==> src/rtl/agc_gain_ctrl.sv <==
// Closed-loop AGC gain controller: averages a window of envelope samples, compares the
// average against target +/- hyst and steps the gain down fast (attack) or up slow (decay).
module agc_gain_ctrl #(
    parameter int LOG2_WIN    = 4,
    parameter int GW          = 10,
    parameter int GAIN_INIT   = 512,
    parameter int GAIN_MIN    = 0,
    parameter int GAIN_MAX    = 1023,
    parameter int ATTACK_STEP = 16,
    parameter int DECAY_STEP  = 2,
    parameter int LOCK_CNT    = 4
) (
    input  logic          i_clk,
    input  logic          i_rst,
    input  logic [11:0]   env_in,
    input  logic          env_valid,
    input  logic [11:0]   target,
    input  logic [11:0]   hyst,
    input  logic          freeze,
    output logic [GW-1:0] gain,
    output logic          gain_valid,
    output logic          locked,
    output logic          sat_hi,
    output logic          sat_lo,
    output logic [1:0]    dbg_state
);

    // Stream semantics: env_in is consumed on every rising edge where env_valid is high
    // and the controller is accumulating; there is no ready, samples arriving during
    // the two decision cycles are dropped. gain_valid is a one-cycle strobe per decision.

    localparam int AW = 12 + LOG2_WIN;
    localparam int LW = $clog2(LOCK_CNT + 1);

    localparam logic [GW:0]         MIN_W    = (GW+1)'(GAIN_MIN);
    localparam logic [GW:0]         MAX_W    = (GW+1)'(GAIN_MAX);
    localparam logic [GW:0]         ATK_W    = (GW+1)'(ATTACK_STEP);
    localparam logic [GW:0]         DEC_W    = (GW+1)'(DECAY_STEP);
    localparam logic [GW-1:0]       MIN_G    = GW'(GAIN_MIN);
    localparam logic [GW-1:0]       MAX_G    = GW'(GAIN_MAX);
    localparam logic [GW-1:0]       INIT_G   = GW'(GAIN_INIT);
    localparam logic [LW-1:0]       LOCK_W   = LW'(LOCK_CNT);
    localparam logic [LOG2_WIN-1:0] CNT_LAST = '1;

    typedef enum logic [1:0] {
        S_ACC  = 2'd0,
        S_EVAL = 2'd1,
        S_UPD  = 2'd2
    } state_t;

    typedef enum logic [1:0] {
        D_IN   = 2'd0,
        D_HIGH = 2'd1,
        D_LOW  = 2'd2
    } dec_t;

    state_t              state, state_nxt;
    dec_t                dec, dec_nxt;
    logic [AW-1:0]       acc;
    logic [LOG2_WIN-1:0] cnt;
    logic [LW-1:0]       lock_cnt, lock_upd;
    logic [11:0]         avg, upper, lower;
    logic [12:0]         sum13;
    logic [GW:0]         g_ext;
    logic [GW-1:0]       gain_upd;

    assign dbg_state = state;

    always_ff @(posedge i_clk) begin
        if (!i_rst) state <= S_ACC;
        else        state <= state_nxt;
    end

    always_comb begin
        state_nxt = state;
        case (state)
            S_ACC:   if (env_valid && cnt == CNT_LAST) state_nxt = S_EVAL;
            S_EVAL:  state_nxt = S_UPD;
            S_UPD:   state_nxt = S_ACC;
            default: state_nxt = S_ACC;
        endcase
    end

    // Dead band: upper saturates at full scale, lower floors at zero.
    always_comb begin
        avg   = acc[AW-1:LOG2_WIN];
        sum13 = {1'b0, target} + {1'b0, hyst};
        upper = sum13[12] ? 12'hFFF : sum13[11:0];
        lower = (target > hyst) ? (target - hyst) : 12'd0;
        if (avg > upper)      dec_nxt = D_HIGH;
        else if (avg < lower) dec_nxt = D_LOW;
        else                  dec_nxt = D_IN;
    end

    // Clamp tests run one bit wider so the limit arithmetic cannot wrap; the GW-bit
    // add/subtract below is only taken when the wide test proves it stays in range.
    always_comb begin
        g_ext    = {1'b0, gain};
        gain_upd = gain;
        lock_upd = '0;
        case (dec)
            D_HIGH: gain_upd = (g_ext < MIN_W + ATK_W) ? MIN_G : (gain - GW'(ATTACK_STEP));
            D_LOW:  gain_upd = (g_ext + DEC_W > MAX_W) ? MAX_G : (gain + GW'(DECAY_STEP));
            default: begin
                gain_upd = gain;
                lock_upd = (lock_cnt == LOCK_W) ? lock_cnt : (lock_cnt + 1'b1);
            end
        endcase
    end

    always_ff @(posedge i_clk) begin
        if (!i_rst) begin
            acc        <= '0;
            cnt        <= '0;
            dec        <= D_IN;
            gain       <= INIT_G;
            gain_valid <= 1'b0;
            lock_cnt   <= '0;
            locked     <= 1'b0;
            sat_hi     <= (GAIN_INIT == GAIN_MAX);
            sat_lo     <= (GAIN_INIT == GAIN_MIN);
        end else begin
            gain_valid <= 1'b0;
            case (state)
                S_ACC: begin
                    if (env_valid) begin
                        acc <= acc + {{LOG2_WIN{1'b0}}, env_in};
                        cnt <= cnt + 1'b1;
                    end
                end
                S_EVAL: begin
                    dec <= dec_nxt;
                    acc <= '0;
                    cnt <= '0;
                end
                S_UPD: begin
                    gain_valid <= 1'b1;
                    if (!freeze) begin
                        gain     <= gain_upd;
                        sat_hi   <= (gain_upd == MAX_G);
                        sat_lo   <= (gain_upd == MIN_G);
                        lock_cnt <= lock_upd;
                        locked   <= (lock_upd == LOCK_W);
                    end
                end
                default: ;
            endcase
        end
    end

endmodule

==> config.mk <==
export PLATFORM = sky130hd
export DESIGN_NAME = agc_gain_ctrl
export DESIGN_NICKNAME = d
export VERILOG_FILES = /design/src/rtl/agc_gain_ctrl.sv
export SDC_FILE = /design/constraint.sdc
export NUM_CORES = 1
export LEC_CHECK = 0
export CORE_MARGIN = 10
export CORE_UTILIZATION = 45
export CTS_CLUSTER_DIAMETER = 40
export CTS_CLUSTER_SIZE = 24
export DETAILED_ROUTE_END_ITERATION = 6
export HOLD_SLACK_MARGIN = 0.05
export PLACE_DENSITY = 0.67
export SKIP_CTS_REPAIR_TIMING = 1
export SLEW_MARGIN = 20
export SYNTH_ARGS = -nofsm -noshare
export SYNTH_HDL_FRONTEND = slang
export SYNTH_SLANG_ARGS = --single-unit
==> constraint.sdc <==
create_clock -name i_clk -period 4.8 [get_ports i_clk]
set_clock_uncertainty 0.1 [all_clocks]
set_input_delay 0.48 -clock i_clk [delete_from_list [all_inputs] [get_ports i_clk]]
set_output_delay 0.48 -clock i_clk [all_outputs]
set_load 0.01 [all_outputs]
Word-level counts from Yosys, hierarchy flattened

Cells that the tools add are included.

Bits of input ports: 40
Output and inout port bits: 16
Word-level logic and storage cells: 57
Register bits: 41

$add $sub $neg: 8
Bitwise gates (word level): 1
Reductions and logical operators: 7
$lt $le $gt $ge: 5
Multiplexer cells: 16
Eq/ne operators: 10

Operators by type and width:

| operator                                                        | count |
|---|---|
| one-hot mux 16 bit (2 select lines)                             | 1 |
| greater-than comparator 12 bit                                  | 2 |
| 2-to-1 mux 12 bit                                               | 2 |
| 2-to-1 mux 10 bit                                               | 2 |
| one-hot mux 10 bit (2 select lines)                             | 1 |
| adder 16 x 12 -> 16 bit                                         | 1 |
| 2-to-1 mux 16 bit                                               | 1 |
| adder 12 x 12 -> 13 bit                                         | 1 |
| < comparator 12 bit                                             | 1 |
| subtractor 12 bit                                               | 1 |
| adder 10 x 2 -> 11 bit, second input constant                   | 1 |
| greater-than comparator 11 x 10 -> 1 bit, second input constant | 1 |
| adder 10 x 2 -> 10 bit, second input constant                   | 1 |
| == test 10 bit, second input constant                           | 1 |
| zero test 10 bit                                                | 1 |
| < comparator 10 x 5 -> 1 bit, second input constant             | 1 |
| subtractor 10 x 5 -> 10 bit, second input constant              | 1 |
| one-hot mux 4 bit (2 select lines)                              | 1 |
| == test 3 bit, second input constant                            | 2 |
| 2-to-1 mux 2 bit                                                | 3 |
| 2-to-1 mux 3 bit                                                | 2 |
| adder 4 x 1 -> 4 bit, second input constant                     | 1 |
| == test 2 x 1 -> 1 bit, second input constant                   | 2 |
| == test 2 bit, second input constant                            | 2 |
| other kinds (12)                                                | 14 |

Depth between registers and ports, before layout

Gate-level depths: netlist of the first run.

Depth in word-level cells: 5
Gate-level depth with buffers: 19
Depth with buffers taken out: 17

Worst setup path after synthesis of the first run

Ideal clock, no wire load.

Path kind: input -> register
Start point: input port target[0]
End point: register dec[1]
Stages: 18
Library setup time: 0.064 ns
Buffers on the path: 1
Data required time: 4.636 ns
Slack: 0.925 ns
Arrival: 3.711 ns
Cell sequence: ha_1 > fa_1 > nand2b_1 > a21oi_1 > o311ai_1 > a21oi_1 > a221o_1 > a221o_1 > clkbuf_1 > nor2_1 > ha_1 > a21o_1 > a21o_1 > a21oi_1 > o211ai_1 > o31a_1 > a2bb2oi_1 > nor2_1

Cells in the longest elaborated chain, start to end: 5
Elaborated cells on any way between the ends: 9
Those cells by class: add/sub: 2; order compare: 3; mux: 4

Ends and longest elaborated chain:

| what                                                                       | RTL line | RTL |
|---|---|---|
| start, declared                                                            | 17       | `input logic [11:0] target,` |
| subtractor 12 bit / greater-than comparator 12 bit (equally long branches) | 89       | `lower = (target > hyst) ? (target - hyst) : 12'd0;` |
| 2-to-1 mux 12 bit                                                          | 89       |  |
| < comparator 12 bit                                                        | 91       | `else if (avg < lower) dec_nxt = D_LOW;` |
| 2-to-1 mux 2 bit                                                           | 91       |  |
| 2-to-1 mux 2 bit (*)                                                       | 90       | `if (avg > upper) dec_nxt = D_HIGH;` |
| end signal, assigned                                                       | 132      | `dec <= dec_nxt;` |
| end, declared                                                              | 58       | `dec_t dec, dec_nxt;` |

Mark *: on every way between the ends. The rest lies on a longest branch, timed or not.
A chain may end at the register's enable or synchronous reset.

Worst setup path after layout of the first run

Same ends and word-level chain as after synthesis.

==> results of run 1 <==
## sequential cells by signal, indices dropped and copies added, names as in the netlist
signal      flops
acc            16
cnt             4
dbg_state       2
dec             2
gain           10
gain_valid      1
lock_cnt        3
locked          1
sat_hi          1
sat_lo          1
## power by group
part	switching [W]	internal (W)
sequential	0.0000187	0.000355
clock	0.000118	0.000170
combinational	0.000225	0.000192
## per-layer routing
| layer | routed length (microns) | part of all wire (%) |
|---|---|---|
| met1 | 5260 | 46 |
| met2 | 5540 | 48 |
| met3 | 506 | 4.4 |
| met4 | 141 | 1.2 |
| met5 | 0 | 0 |
## cells in the final DEF, fill, tap and decap left out, types with 12 or more instances in the layout
cell	n
nand3_1	15
dfxtp_1	41
nand2_1	46
ha_1	68
inv_1	39
a21oi_1	39
nor3_1	20
o21ai_0	18
clkdlybuf4s50_1	55
nor2_1	74
nand4_1	14
xnor2_1	17
a21o_1	12
## how the worst min path moves through the flow
stage,startpoint,endpoint,slack [ns]
finish,sat_hi,sat_hi,0.38
global route,cnt[3],dbg_state[0],0.42
CTS,sat_hi,sat_hi,0.39
detailed placement,sat_hi,sat_hi,0.37
global placement,sat_hi,sat_hi,0.36
floorplan,lock_cnt[1],lock_cnt[1],0.35
## cells in the mapped netlist, drive strengths merged (4+ instances only)
master,instances
o221ai,4
nor3,20
and3,5
o21ai,22
or2,4
o31ai,6
a211oi,7
dfxtp,41
a31o,4
nand4,14
a21o,12
a21oi,39
o21a,8
a31oi,7
nor4,6
o211ai,6
xor2,7
xnor2,17
nor2b,5
nand2b,6
clkbuf,24
inv,39
nor2,74
nand3,15
o21bai,5
or3,4
nand2,46
o31a,4
ha,68
a22oi,11
a32o,5
## critical path: cells and delay by family
family | cells | cell delay (ns)
AO/OA/AOI/OAI | 10 | 2.29
adder cells (fa/ha/maj) | 3 | 0.80
buffers and inverters | 1 | 0.43
AND/OR/NAND/NOR | 4 | 0.53
## cell families after synthesis
logic type,after synthesis,synth area share [%]
XOR/XNOR,24,4.77
multiplexers,4,0.965
adder cells (fa/ha/maj),71,20.7
AO/OA/AOI/OAI,167,26.3
AND/OR/NAND/NOR,212,22.7
flip-flops,41,18.6
buffers and inverters,67,5.93
## area by class of cell
type / count / area (sq um) / area share [%]
multi-input combinational: 478 / 3320 / 64.3
inverter: 40 / 150 / 2.91
tap: 133 / 166 / 3.22
clock buffer: 7 / 86.3 / 1.67
timing repair buffer: 60 / 588 / 11.4
clock inverter: 1 / 30.0 / 0.581
sequential: 41 / 821 / 15.9
## per-stage QoR
stage	std cells	hold WS, ns	power (W)
3_3_place_gp	752	0.356	0.000780
2_1_floorplan	586	0.349	0.000675
4_1_cts	760	0.388	0.00108
3_5_place_dp	752	0.374	0.000792
6_report	760	0.381	0.00108
5_1_grt	760	0.416	0.00116
==> summary.txt, run 1 <==
site row count: 36
layout cells sized above 1: 3.35%
Setup crit start kind: input port
Worst Path Max Fanout: 11
drc violations: 0
post-layout util: 53.6%
RR Endpoint: sat_lo
Post-synth EDFFs: 0
Arr. time, crit path: 4.54 ns
final slew viol count: 0
type of element capturing the critical path: flop
layer with the highest usage: met2
Max stage delay cell, worst path: a221o_1
count of final hold-check violations: 0
CP endpoint: dec[1]
Tcrit/Tclk final: 92.7%
Min Clock Period, post-route: 4.45 ns
post-DR vias/cell: 5.81
Yosys top cell area share: 19.3%
clk_lat worst skew: 0.29 ns
gr ovfl total: 0
Crit. Startpoint: target[0]
worst r2r path cells: 9
CTS tree: built
area leader, netlist: ha_1
Finish-stage setup viols: 0
ys flop type: dfxtp_1
initial antenna violation count: 0
met3 Resource Use GR: 2.55%
number of max-cap violations: 0
Design Area, Final: 0.00517 sq mm
synthesized instance count: 586
hold depth: 2
top post-synthesis cells by area: ha_1, dfxtp_1, nor2_1
GRT Overall Usage: 15.9%
Synth Register Bits: 41
drt first pass iters: 5
# H-tree levels: 2
number of DRC markers in iteration 0: 343
largest net degree at the start of global routing: 26
part of the Yosys area used for sequential elements: 18.6%
met1 usage: 19.3%
worst rel slew slack: 59.5%
pwr dens: 209 mW/mm^2
fill count: 962
Clock Tree Root: clkbuf_8
Critical Path RT: 4.89 ns
Reg clk slew, reported paths: 0.08 ns
Layout area overhead: 17.2%
clk sinks: 41
met2 usage: 28.4%
WL/cell: 15.1 microns
count of different cell masters after synthesis: 65
die width: 119 microns
Initial Util: 45.7%
CTS max path bufs: 2
achievable frequency: 0.225 GHz
worst slack, placed: 0.0925 ns
Vias: 4417
Die Y: 119 microns
total negative slack: 0 ns
Synthesis Warnings: 0
Mean Syn Cell Area: 7.52 sq um
Crit Path Class: in -> reg
worst vdd ir: 0.141 mV
IO Count: 56
dpl cell area: 0.00505 sq mm
worst r2r src: gain[5]
antenna cells: 0
Final nets: 737
IO buf count: 55
Post-Synthesis Cell Area: 0.00441 sq mm
first-pass GRT wire length: 19800 microns
Post-DRT Antenna Nets: 0
outcome: completed
final worst slack: 0.353 ns
largest stage delay on the critical path: 0.46 ns
critical path cell sequence: clkdlybuf4s50_1 -> ha_1 -> fa_1 -> nand2b_1 -> a21oi_1 -> o311ai_1 -> a21oi_1 -> a221o_1 -> a221o_1 -> or2_1 -> ha_1 -> nor2b_1 -> o211ai_1 -> a211o_1 -> o211ai_1 -> o31a_1 -> a2bb2oi_1 -> nor2_1
total wire length: 11400 microns
die area: 0.0142 sq mm
Synth async-reset ratio: 0%
CORE AREA: 0.00964 sq mm
Hold WC Path Type: reg -> reg
total CTS buffers: 5
RSZ-0062 raised after global routing: false
Post-Syn Nets: 697
vias in the first global route: 4360
GPL Wtd Cong: 0.914
Leak: 2.21 nW
worst slew pin tran: 0.607 ns
Detailed Place HPWL: 9130 microns
FF-to-FF setup slack: 1.66 ns
Power figures use the tool's default switching activity.
==> inputs of run 2 (changes only) <==
--- a/config.mk
+++ b/config.mk
@@ -13,6 +13,7 @@
 export HOLD_SLACK_MARGIN = 0.05
 export PLACE_DENSITY = 0.67
 export SKIP_CTS_REPAIR_TIMING = 1
+export SKIP_LAST_GASP = 1
 export SLEW_MARGIN = 20
 export SYNTH_ARGS = -nofsm -noshare
 export SYNTH_HDL_FRONTEND = slang
==> results of run 2 <==
No change in the layout: final DEF, timing and power equal those of run 1.
==> inputs of run 3 (changes only) <==
==> constraint.sdc (replaced) <==
create_clock -name i_clk -period 4.8 [get_ports i_clk]
set_clock_uncertainty 0.1 [all_clocks]
set_input_delay 0.48 -clock i_clk [delete_from_list [all_inputs] [get_ports i_clk]]
set_output_delay 0.48 -clock i_clk [all_outputs]
set_load 0.005 [all_outputs]
==> results of run 3 <==
No change in the layout: final DEF, timing and power equal those of run 1.
==> RTL edit 1 (settings of run 3) <==
`LOG2_WIN`: 4 -> 3.
--- a/src/rtl/agc_gain_ctrl.sv
+++ b/src/rtl/agc_gain_ctrl.sv
@@ -1,7 +1,7 @@
 // Closed-loop AGC gain controller: averages a window of envelope samples, compares the
 // average against target +/- hyst and steps the gain down fast (attack) or up slow (decay).
 module agc_gain_ctrl #(
-    parameter int LOG2_WIN    = 4,
+    parameter int LOG2_WIN    = 3,
     parameter int GW          = 10,
     parameter int GAIN_INIT   = 512,
     parameter int GAIN_MIN    = 0,
Check against the original RTL: not equivalent (Yosys sat finds a counterexample within 10 cycles, from zero or initial values and one cycle with i_rst low).
==> RTL edit 1 against run 3 <==
  * Count of clock-buffer cells in the layout fell by 1
  * Sequential share of layout area fell by 0.95 points
  * Final area rose by 1.1%
  * Sequential cell count fell by 2
  * Setup slack improved by 0.39 ns
  * Area after synthesis rose by 2.5%
  * Sequential power fell by 4%
  * Total power fell by 5.1%
  * Wire length rose by 2.8%
  * Largest cell class unchanged
==> RTL edit 1: results (changes against run 3) <==
Logic synthesis
  – Synth Area in Adders: 20.4% (-0.22 points)
  – Top post-synthesis cells by count: 69 x ha_1, 63 x nor2_1, 46 x a21oi_1
  – Synth Area in Compound Gates: 25.4% (-0.91 points)
  – Mapped Nets: 707 (+1.4%)
  – Mux cell area share after synthesis: 1.14% (+0.17 points)
  – Post-Synth XOR/XNOR Area: 4.07% (-0.70 points)

Route
  – Met2 routed WL: 5760 um (+4.0%)
  – Starting DRT DRC Count: 363 (+5.8%)
  – Met3 WL: 427 um (-16%)
  – Via density: 5.74 (-1.2%)

Layout
  – Biggest regs: acc (15), gain (10)
  – Layout cells sized above 1: 4.41% (+1.1 points)
  – Final net count: 746 (+1.2%)

Setup path
  – FF-to-FF Start: dec[0]$_SDFFE_PN0P_
  – Worst path arrival time: 4.18 ns (-0.36 ns)
  – Reg2reg path depth: 8 (-1)
  – R2R setup slack: 2.06 ns (+0.40 ns)
  – Critical path peak fanout: 9 (-2)

Pwr
  – Power share of the clock group: 23.9% (-2.8 points)
  – Logic pwr share: 41.2% (+2.5 points)
  – Leakage: 2.25 nW (+1.9%)
  – Sw Pwr: 0.374 mW (+3.4%)

Place
  – Gp weighted congestion: 0.906 (-0.88%)
  – HPWL after DPL: 9410 um (+3.0%)
  – Post-Place Cells: 760 (+1.1%)

Global route
  – Global-route wire length before repair: 19900 um (+0.45%)
  – Pin count of the biggest net entering global routing: 22 (-15%)
  – Met2 usage: 27.5% (-0.97 points)
  – Vias in the first global route: 4229 (-3.0%)
  – Gr usage total: 16.0% (+0.11 points)
  – Grt met3 use: 2.19% (-0.36 points)

STA
  – Normalized max-slew margin: 37.8% (-22 points)

Run status
  – Status: complete, no violations
[RTL edit 1: final cells by class]
cell class                      count  area share, %
Tap cell                          133           3.18
Inverter                           31           2.23
Timing Repair Buffer               56           10.7
Sequential cell                    39           14.9
Clock inverter                      2          0.311
Clock buffer                        6           1.58
Multi-Input combinational cell    501           67.1
[RTL edit 1: per-stage QoR]
step | total power, mW | util (%) | setup WS [ns] | area, sq um | hold WS [ns]
floorplan | 0.666 | - | 1.44 | 4520 | 0.349
global placement | 0.772 | 52.4 | 0.486 | 5130 | 0.361
detailed placement | 0.782 | 52.4 | 0.465 | 5130 | 0.371
CTS | 1.03 | 53.5 | 0.761 | 5230 | 0.383
global route | 1.10 | 53.5 | 0.480 | 5230 | 0.411
finish | 1.02 | 53.5 | 0.740 | 5230 | 0.385
==> RTL edit 2 (settings of run 3) <==
Made on the original files. Encoding of `dec_t`: now one-hot (3 bits for 3 values).
--- a/src/rtl/agc_gain_ctrl.sv
+++ b/src/rtl/agc_gain_ctrl.sv
@@ -48,10 +48,10 @@
         S_UPD  = 2'd2
     } state_t;
 
-    typedef enum logic [1:0] {
-        D_IN   = 2'd0,
-        D_HIGH = 2'd1,
-        D_LOW  = 2'd2
+    typedef enum logic [2:0] {
+        D_IN   = 3'b001,
+        D_HIGH = 3'b010,
+        D_LOW  = 3'b100
     } dec_t;
 
     state_t              state, state_nxt;
Function: no difference found for any inputs over 10 cycles, from zero or initial values and one cycle with i_rst low; not proved beyond that.
==> RTL edit 2 against run 3 <==
  * Sequential cell count increased by 1
  * Total power decreased by 1.6%
  * Wire length increased by 5.1%
  * Critical path depth decreased by 3
  * Area after synthesis increased by 4.6%
  * Global-route usage increased by 0.16 points
  * Final area increased by 3.0%
  * Maximum frequency increased by 3.2%
  * Non-clock buffer count unchanged
  * Count of clock-buffer cells in the layout decreased by 1
  * Setup slack improved by 0.14 ns
==> RTL edit 2: results (changes against run 3) <==
Global route
  – Pin count of the biggest net entering global routing: 23 (-12%)
  – Global-route wire length before repair: 20300 um (+2.4%)
  – Vias in the first global route: 4379 (+0.44%)
  – Initial antenna violation count: 0 (unchanged)
  – Gr usage total: 16.0% (+0.16 points)

STA
  – Slew @ Worst Pin: 1.07 ns (+0.460 ns)

Clock network
  – Htree depth: 2 (unchanged)
  – CTS Buffer Depth: 2 (unchanged)
  – CTS Buf Count: 5 (unchanged)
  – Root buf cell: clkbuf_8
  – Clock transition at path regs: 0.08 ns (about the same)
  – Clock insertion delay at the later pin of the skew report: 0.30 ns

Layout
  – Biggest regs: acc (16), gain (10), cnt (4)
  – Layout cells sized above 1: 6.49% (+3.1 points)
  – Final net count: 740 (+0.41%)
  – Antenna diodes: 0 (unchanged)
  – Fillers: 938 (-2.5%)

Route
  – Starting DRT DRC Count: 325 (-5.2%)
  – Avg WL per Cell: 15.7 um (+4.4%)
  – Via density: 5.84 (+0.49%)
  – Detailed Routing Iterations Pass 1: 5 (unchanged)
  – Drt total wl: 12000 um (+5.1%)

Logic synthesis
  – Mapped Nets: 697 (unchanged)
  – Top post-synthesis cells by area: dfxtp_1 18%, ha_1 18%, a21oi_1 5.3%, nor2_1 4.2%, o21ai_0 3.9%
  – Sequential area share after synthesis: 18.2% (-0.38 points)
  – Mapped Cells: 588 (+0.34%)
  – Synth warn: 0 (unchanged)
  – FFs w/ async S/R, synth: 0% (unchanged)
  – Dominant synthesized flop cell: dfxtp_1
  – Yosys cell types: 74 (+14%)
  – Top post-synthesis cells by count: 66 x ha_1, 51 x nor2_1, 49 x a21oi_1

Place
  – Port bufs: 55 (unchanged)
  – Gp weighted congestion: 0.904 (-1.1%)
  – DP Area: 5230 sq um (+3.5%)
  – HPWL after DPL: 9500 um (+4.0%)
  – Post-Place Cells: 757 (+0.66%)

Min path
  – Hold Path Class: flip-flop to flip-flop

Setup path
  – Worst path arrival time: 4.40 ns (-0.14 ns)
  – Critical path peak fanout: 10 (-1)

Pwr
  – Leakage: 2.16 nW (-2.2%)
  – VDD IR max: 152 uV (+7.6%)

Run status
  – Status: complete, no violations
[RTL edit 2: worst max-delay path, cell delays in order]
cell and delay (ns):
clkdlybuf4s50_1 0.48, inv_1 0.05, ha_1 0.35, nand2b_1 0.21
a221oi_1 0.36, o211ai_1 0.22, a21o_1 0.24, a21oi_2 0.39
nor2_1 0.11, ha_1 0.31, nand4_1 0.13, nor3_1 0.33
a2111oi_0 0.20, a22o_1 0.28, a32o_1 0.26
[RTL edit 2: report_power, final]
part	switching [mW]	internal [mW]	leakage [nW]	total (mW)
sequential	0.0213	0.364	0.341	0.385
combinational	0.232	0.199	1.77	0.431
clock	0.129	0.116	0.0472	0.244
[RTL edit 2: area by class of cell]
type	count	area, sq um	area share, %
clock buffers	6	82.6	1.55
inverters	39	146	2.75
repair buffers	60	588	11.0
well taps	133	166	3.13
multi-input cells	483	3490	65.5
flip-flops and latches	42	841	15.8
clock inverters	2	12.5	0.235
[RTL edit 2: path summary, 6_finish.rpt]
path | from | endpoint | slack (ns) | depth (start not counted)
setup reg to reg | dec[2]$_SDFFE_PN0P_ | sat_lo$_SDFFE_PN0P_ | 1.89 | 6
setup / recovery | hyst[2] | dec[2]$_SDFFE_PN0P_ | 0.49 | 15
hold reg to reg | sat_lo$_SDFFE_PN0P_ | sat_lo$_SDFFE_PN0P_ | 0.38 | 2
hold / removal | sat_lo$_SDFFE_PN0P_ | sat_lo$_SDFFE_PN0P_ | 0.38 | 2
[RTL edit 2: kinds of logic (layout without fill, tap and decap cells)]
kind of cell,Yosys count,count (layout),synth area share (%)
XOR/XNOR,24,24,4.56
adder cells (fa/ha/maj),69,69,19.2
AND/OR/NAND/NOR,205,205,23.4
AO/OA/AOI/OAI,179,179,27.1
flip-flops,42,42,18.2
buffers and inverters,63,107,6.11
multiplexers,6,6,1.38
[RTL edit 2: per-stage QoR]
step | worst slack (ns) | hold slack [ns]
finish | 0.490 | 0.382
global route | 0.146 | 0.409
CTS | 0.503 | 0.381
detailed placement | 0.194 | 0.363
global placement | 0.341 | 0.351
floorplan | 1.09 | 0.334
[RTL edit 2: layer usage]
layer / GRT usage (%) / routed length, um / vias up / share of wire (%)
met5: 0 / 0 / - / 0
met4: 2.83 / 87 / 0 / 0.72
met3: 2.61 / 692 / 10 / 5.8
met2: 27.1 / 5620 / 128 / 47
met1: 21.1 / 5630 / 2089 / 47
li1: - / - / 2241 / -
